**config.mk**
```make
export PLATFORM = sky130hd
export DESIGN_NAME = projectile_pool
export DESIGN_NICKNAME = d
export VERILOG_FILES = /design/src/rtl/projectile_pool_pkg.sv /design/src/rtl/projectile_pool_hit_box_check.sv /design/src/rtl/projectile_pool.sv
export SDC_FILE = /design/constraint.sdc
export NUM_CORES = 1
export LEC_CHECK = 0
export ABC_AREA = 1
export CAP_MARGIN = 20
export CORE_MARGIN = 1.5
export CORE_UTILIZATION = 57
export CTS_CLUSTER_DIAMETER = 120
export DETAILED_ROUTE_END_ITERATION = 10
export PLACE_DENSITY = 0.88
export SLEW_MARGIN = 20
export SYNTH_ARGS = -nofsm -noshare
export SYNTH_HDL_FRONTEND = slang
export SYNTH_SLANG_ARGS = --single-unit
export TNS_END_PERCENT = 50
```
**constraint.sdc**
```tcl
create_clock -name CLOCK_50 -period 5.9 [get_ports CLOCK_50]
set_clock_uncertainty 0.05 [all_clocks]
set_input_delay 0.885 -clock CLOCK_50 [delete_from_list [all_inputs] [get_ports CLOCK_50]]
set_output_delay 0.885 -clock CLOCK_50 [all_outputs]
set_load 0.01 [all_outputs]
```
**src/rtl/projectile_pool_pkg.sv**
```systemverilog
// Shared game definitions: screen geometry, pool FSM states
// and the flattened-bus packing used by the screen renderer.
package projectile_pool_pkg;

   localparam int SCREEN_W = 640;
   localparam int SCREEN_H = 480;
   localparam int COORD_W  = 10;

   typedef enum logic [1:0] {
      ST_IDLE,
      ST_UPDATE,
      ST_DONE
   } state_t;

   // Slot i occupies bits [COORD_W*i +: COORD_W] of a flat bus.
   function automatic int flat_lsb(input int i);
      return i * COORD_W;
   endfunction

endpackage

```
**src/rtl/projectile_pool_hit_box_check.sv**
```systemverilog
// Expanded AABB test: a point of given radius against a box.
// Shared by the ship, enemy and projectile collision logic.
module hit_box_check
   import projectile_pool_pkg::*;
#(
   parameter int RADIUS = 3
) (
   input  logic [COORD_W-1:0] px,
   input  logic [COORD_W-1:0] py,
   input  logic [COORD_W-1:0] bx,
   input  logic [COORD_W-1:0] by,
   input  logic [COORD_W-1:0] bw,
   input  logic [COORD_W-1:0] bh,
   output logic               hit
);

   // Two spare bits keep box end plus radius from overflowing.
   localparam int W = COORD_W + 2;

   logic [W-1:0] px_e;
   logic [W-1:0] py_e;
   logic [W-1:0] bx_e;
   logic [W-1:0] by_e;
   logic [W-1:0] bw_e;
   logic [W-1:0] bh_e;
   logic         hit_x;
   logic         hit_y;

   assign px_e = {2'b00, px};
   assign py_e = {2'b00, py};
   assign bx_e = {2'b00, bx};
   assign by_e = {2'b00, by};
   assign bw_e = {2'b00, bw};
   assign bh_e = {2'b00, bh};

   // p <= b + size - 1 + r is written as p < b + size + r
   // so a zero-size box never underflows.
   assign hit_x = (px_e + W'(RADIUS) >= bx_e)
               && (px_e < bx_e + bw_e + W'(RADIUS));
   assign hit_y = (py_e + W'(RADIUS) >= by_e)
               && (py_e < by_e + bh_e + W'(RADIUS));
   assign hit   = hit_x && hit_y;

endmodule

```
**src/rtl/projectile_pool.sv**
```systemverilog
// Pool of N projectiles: spawns into the lowest free slot, moves
// every live slot once per frame tick, retires on exit or on hit.
module projectile_pool
   import projectile_pool_pkg::*;
#(
   parameter int N      = 4,
   parameter int SPEED  = 4,
   parameter int RADIUS = 3,
   parameter int DIR_UP = 1,
   parameter int HIT_CW = 8
) (
   input  logic                 CLOCK_50,
   input  logic                 reset,
   input  logic                 pausa,
   input  logic                 tick,
   input  logic                 spawn_req,
   input  logic [9:0]           spawn_x,
   input  logic [9:0]           spawn_y,
   output logic                 spawn_ack,
   output logic                 spawn_drop,
   input  logic [9:0]           tgt_x,
   input  logic [9:0]           tgt_y,
   input  logic [9:0]           tgt_w,
   input  logic [9:0]           tgt_h,
   input  logic                 tgt_alive,
   output logic [10*N-1:0]      x_flat,
   output logic [10*N-1:0]      y_flat,
   output logic [N-1:0]         alive,
   output logic                 full,
   output logic                 busy,
   output logic                 hit,
   output logic [HIT_CW-1:0]    hit_count
);

   localparam int IW = (N > 1) ? $clog2(N) : 1;
   localparam int CW = COORD_W + 1;

   state_t              state;
   state_t              state_nx;
   logic [IW-1:0]       idx;
   logic [COORD_W-1:0]  x_r [N];
   logic [COORD_W-1:0]  y_r [N];
   logic [N-1:0]        alive_r;
   logic                pass_hit;
   logic                ack_r;
   logic                drop_r;
   logic [HIT_CW-1:0]   cnt_r;

   logic                spawn_go;
   logic                free_found;
   logic [IW-1:0]       free_idx;
   logic [CW-1:0]       y_ext;
   logic [CW-1:0]       y_mv;
   logic                retire;
   logic                box_hit;

   // Pass sequencer state register.
   always_ff @(posedge CLOCK_50 or posedge reset) begin
      if (reset) state <= ST_IDLE;
      else       state <= state_nx;
   end

   // Next state: a tick starts a pass, N slot cycles, one DONE.
   always_comb begin
      state_nx = state;
      unique case (state)
         ST_IDLE:   if (tick && !pausa) state_nx = ST_UPDATE;
         ST_UPDATE: if (idx == IW'(N - 1)) state_nx = ST_DONE;
         ST_DONE:   state_nx = ST_IDLE;
         default:   state_nx = ST_IDLE;
      endcase
   end

   // Lowest-index free slot; scanning downward lets low wins.
   always_comb begin
      free_found = 1'b0;
      free_idx   = '0;
      for (int i = N - 1; i >= 0; i--) begin
         if (!alive_r[i]) begin
            free_found = 1'b1;
            free_idx   = IW'(i);
         end
      end
   end

   // A held request is taken once: the ack pulse masks it.
   assign spawn_go = (state == ST_IDLE) && !pausa
                  && spawn_req && !ack_r;

   // Move the current slot and test for screen exit.
   always_comb begin
      y_ext  = {1'b0, y_r[idx]};
      y_mv   = (DIR_UP != 0) ? y_ext - CW'(SPEED)
                             : y_ext + CW'(SPEED);
      retire = (DIR_UP != 0) ? (y_ext < CW'(SPEED))
                             : (y_mv > CW'(SCREEN_H - 1));
   end

   hit_box_check #(
      .RADIUS (RADIUS)
   ) u_hit_box (
      .px  (x_r[idx]),
      .py  (y_mv[COORD_W-1:0]),
      .bx  (tgt_x),
      .by  (tgt_y),
      .bw  (tgt_w),
      .bh  (tgt_h),
      .hit (box_hit)
   );

   // Slot storage, spawn handshake, per-slot update, hit counter.
   always_ff @(posedge CLOCK_50 or posedge reset) begin
      if (reset) begin
         for (int i = 0; i < N; i++) begin
            x_r[i] <= '0;
            y_r[i] <= '0;
         end
         alive_r  <= '0;
         idx      <= '0;
         pass_hit <= 1'b0;
         ack_r    <= 1'b0;
         drop_r   <= 1'b0;
         cnt_r    <= '0;
      end else begin
         ack_r  <= 1'b0;
         drop_r <= 1'b0;
         if (spawn_go) begin
            if (free_found) begin
               x_r[free_idx]     <= spawn_x;
               y_r[free_idx]     <= spawn_y;
               alive_r[free_idx] <= 1'b1;
               ack_r             <= 1'b1;
            end else begin
               drop_r <= 1'b1;
            end
         end
         if (state == ST_IDLE) begin
            idx      <= '0;
            pass_hit <= 1'b0;
         end
         if (state == ST_UPDATE) begin
            idx <= idx + IW'(1);
            if (alive_r[idx]) begin
               if (retire) begin
                  alive_r[idx] <= 1'b0;
               end else begin
                  y_r[idx] <= y_mv[COORD_W-1:0];
                  if (tgt_alive && box_hit) begin
                     alive_r[idx] <= 1'b0;
                     pass_hit     <= 1'b1;
                     if (cnt_r != {HIT_CW{1'b1}})
                        cnt_r <= cnt_r + HIT_CW'(1);
                  end
               end
            end
         end
      end
   end

   for (genvar i = 0; i < N; i++) begin : g_flat
      assign x_flat[flat_lsb(i) +: COORD_W] = x_r[i];
      assign y_flat[flat_lsb(i) +: COORD_W] = y_r[i];
   end

   assign alive      = alive_r;
   assign full       = &alive_r;
   assign busy       = (state != ST_IDLE);
   assign hit        = (state == ST_DONE) && pass_hit;
   assign hit_count  = cnt_r;
   assign spawn_ack  = ack_r;
   assign spawn_drop = drop_r;

endmodule
```
==> summary.md <==
| Metric | Value |
|---|---|
| Status | complete, no violations |
| Final core utilization | 0.738 |
| Overall Global Routing Usage | 0.306 |
| Largest net degree at the start of global routing | 60 |
| CP max FO | 10 |
| RePlAce Congestion | 0.889 |
| GRT met1 Usage | 0.376 |
| Synth unique cells | 42 |
| Most used DFF post-synth | dfrtp_1 |
| Crit path capture | hit_count[0] |
| Post-synthesis sequential area ratio | 0.315 |
| Share of layout cells above drive strength 1 | 0.0412 |
| Reg2Reg Setup Slack | 1.80 ns |
| YS warnings | 0 |
| First DRT Iteration DRCs | 671 |
| Met2 usage in global routing | 0.537 |
| H-tree depth | 3 |
| Synthesized area per cell | 6.90 um^2 |
| Antenna Nets Post-Route | 0 |
| Period minus WS final | 4.28 ns |
| Routed wire length | 22,100 um |
| Commonest non-fill, non-tap cell in the layout | nand2_1 |
| CP Data Required Time | 6.08 ns |
| Most frequent cells in the layout | 364 x nand2_1, 162 x clkdlybuf4s50_1, 151 x inv_1, 125 x o21ai_0, 99 x dfrtp_1 |
| Placeable Area | 13,300 um^2 |
| Clock transition at path regs | 0.07 ns |
| Post-Synthesis Cells | 1,140 |
| # Post-CTS Setup Buffers | 0 |
| Nets | 1,418 |
| Die Span X | 121 um |
| # setup viols final | 0 |
| Root Buffer | clkbuf_16 |
| Least-Margin Pin Slew | 0.780 ns |
| Hold WS | 0.434 ns |
| Leak pwr | 5.05 nW |
| CTS resizes | 0 |
| Initial Util | 0.590 |
| PD cells | 529 nW/um^2 |
| VDD IR max | 0.000349 V |
| Hold Crit Class | flop to flop |
| Hold buffer count at cts | 0 |
| CTS buffer count | 9 |
| CP endpoint kind | flop |
| Site Rows | 42 |
| Max-slew violation count | 0 |
| Ports | 163 |
| RSZ-0062 raised after global routing | no |
| Port Buf Inserts | 162 |
| TritonCTS clock tree | done |
| Slew headroom | 0.478 |
| GR Util met3 | 0.0401 |
| Asr flop ratio synth | 1.00 |
| Vias in the first global route | 7,668 |
| Final worst path period share | 0.725 |
| Mapped Area | 7870 um^2 |
| Min-delay src | pass_hit |
| Final Hold Vio Count | 0 |
| Gr busiest metal | met2 |
| Worst skew pair latency | 0.35 ns |
| FMAX | 0.234 GHz |
| Crit. Startpoint | tgt_x[0] |
| Per-cell routed wire length | 15.1 um |
| R2r startpoint | idx[0] |
| Post-synth EDFFs | 0 |
| Drt pass-1 iters | 5 |
| Residual DRC count | 0 |
| Vias | 8,083 |
| Ant. Diodes | 0 |
| Die outline area | 14,500 um^2 |
| Die H | 121 um |
| Yosys reg bits | 99 |
| Worst reg2reg path depth | 23 |
| WS Path Type | primary input to flop |
| Worst path arrival time | 4.46 ns |
| Startpoint Class | primary input |
| Post-DP HPWL | 16,000 um |
| MaxCap Viol Count | 0 |
| Setup tns final | 0 ns |
| Via density | 5.52 |
| Clk sink count | 99 |
| Max clock buf depth | 2 |
| First-pass GRT wire length | 35,700 um |
| Mapped Nets | 1,276 |
| Total gr overflow | 0 |
| Area delta synth->final | 25.2% |
| Initial antenna violation count | 0 |
| RR Endpoint | hit_count[0] |
==> worst min path at each step <==
stage	endpoint	slack (ns)	depth (start not counted)
2_1_floorplan	pass_hit	0.40	2
3_3_place_gp	pass_hit	0.41	2
6_report	pass_hit	0.43	2
5_1_grt	pass_hit	0.47	2
3_5_place_dp	pass_hit	0.42	2
4_1_cts	pass_hit	0.44	2
==> cell type report <==
class                           count  area, um^2
Timing Repair Buffer              168        1670
Inverter                          157         594
Sequential cell                    99        2480
Clock buffer                       11         243
Multi-Input combinational cell    847        4600
Tap cell                          176         220
Fill cell                        1069        3490
Clock inverter                      5        48.8
==> critical path: stages <==
cell             delay [ns]
clkdlybuf4s50_1        0.44
ha_1                   0.26
fa_1                   0.43
nand2_1                0.08
nand2_1                0.10
a21oi_1                0.22
nand3_1                0.10
nor2_1                 0.23
nand4_1                0.19
nand2_1                0.10
ha_1                   0.23
inv_1                  0.09
nor3_1                 0.06
a211oi_1               0.17
nand2_1                0.08
nand2_1                0.06
nand2_1                0.04
nand2_1                0.10
nor2_4                 0.06
nor2_8                 0.19
nand3_4                0.14
nand2_1                0.12
nand2_1                0.06
==> Yosys cell counts, types with 3 or more instances <==
master	number	share of area
clkbuf_1	24	0.011
a21oi_1	40	0.025
nand3_2	3	0.0038
dfrtp_1	99	0.31
buf_6	5	0.0072
nand4_1	21	0.017
nor3_1	10	0.0064
inv_2	4	0.0019
nor2_1	57	0.027
buf_4	4	0.0038
xor2_1	17	0.019
xnor2_1	18	0.020
nand2_1	364	0.17
o211ai_1	9	0.0086
nand2_2	9	0.0072
buf_2	4	0.0025
nand3_1	54	0.034
ha_1	68	0.11
and3_1	3	0.0024
o21ai_1	12	0.0076
a211oi_1	4	0.0038
a21boi_0	3	0.0029
nand3b_1	5	0.0048
o21ai_0	125	0.079
inv_1	152	0.072
==> cells by family after synthesis <==
group,after synthesis,synth area share
compound gates,202,0.138
fa+ha+maj,70,0.113
flops,99,0.315
simple gates,539,0.293
xor+xnor,36,0.0410
buf+inv,194,0.100
==> stage by stage <==
step / area (um^2) / cells / total power, mW / setup WS, ns
after floorplan: 7870 / 1140 / 3.38 / 2.15
after global placement: 9560 / 1447 / 4.45 / 1.49
after detailed placement: 9560 / 1447 / 4.57 / 1.36
after CTS: 9850 / 1463 / 5.19 / 1.68
after global routing: 9850 / 1463 / 5.68 / 1.25
final: 9850 / 1463 / 5.21 / 1.62
==> registers in the layout, summed over array words and instances, names as in the netlist <==
register    cells
x_flat         40
y_flat         40
hit_count       8
alive           4
idx             2
state           2
pass_hit        1
spawn_ack       1
spawn_drop      1
==> layer usage <==
metal	vias up	wire length [um]
li1	3951	-
met1	3672	8630
met2	382	10900
met3	78	1700
met4	0	818
met5	-	0
==> where the power goes <==
group / total (mW) / internal, mW / switching (mW) / leakage (nW)
clock network: 0.594 / 0.309 / 0.285 / 0.145
registers: 1.23 / 0.958 / 0.276 / 1.24
logic: 3.38 / 1.38 / 2.00 / 3.66
No activity file was read; power rests on OpenSTA's default activity.
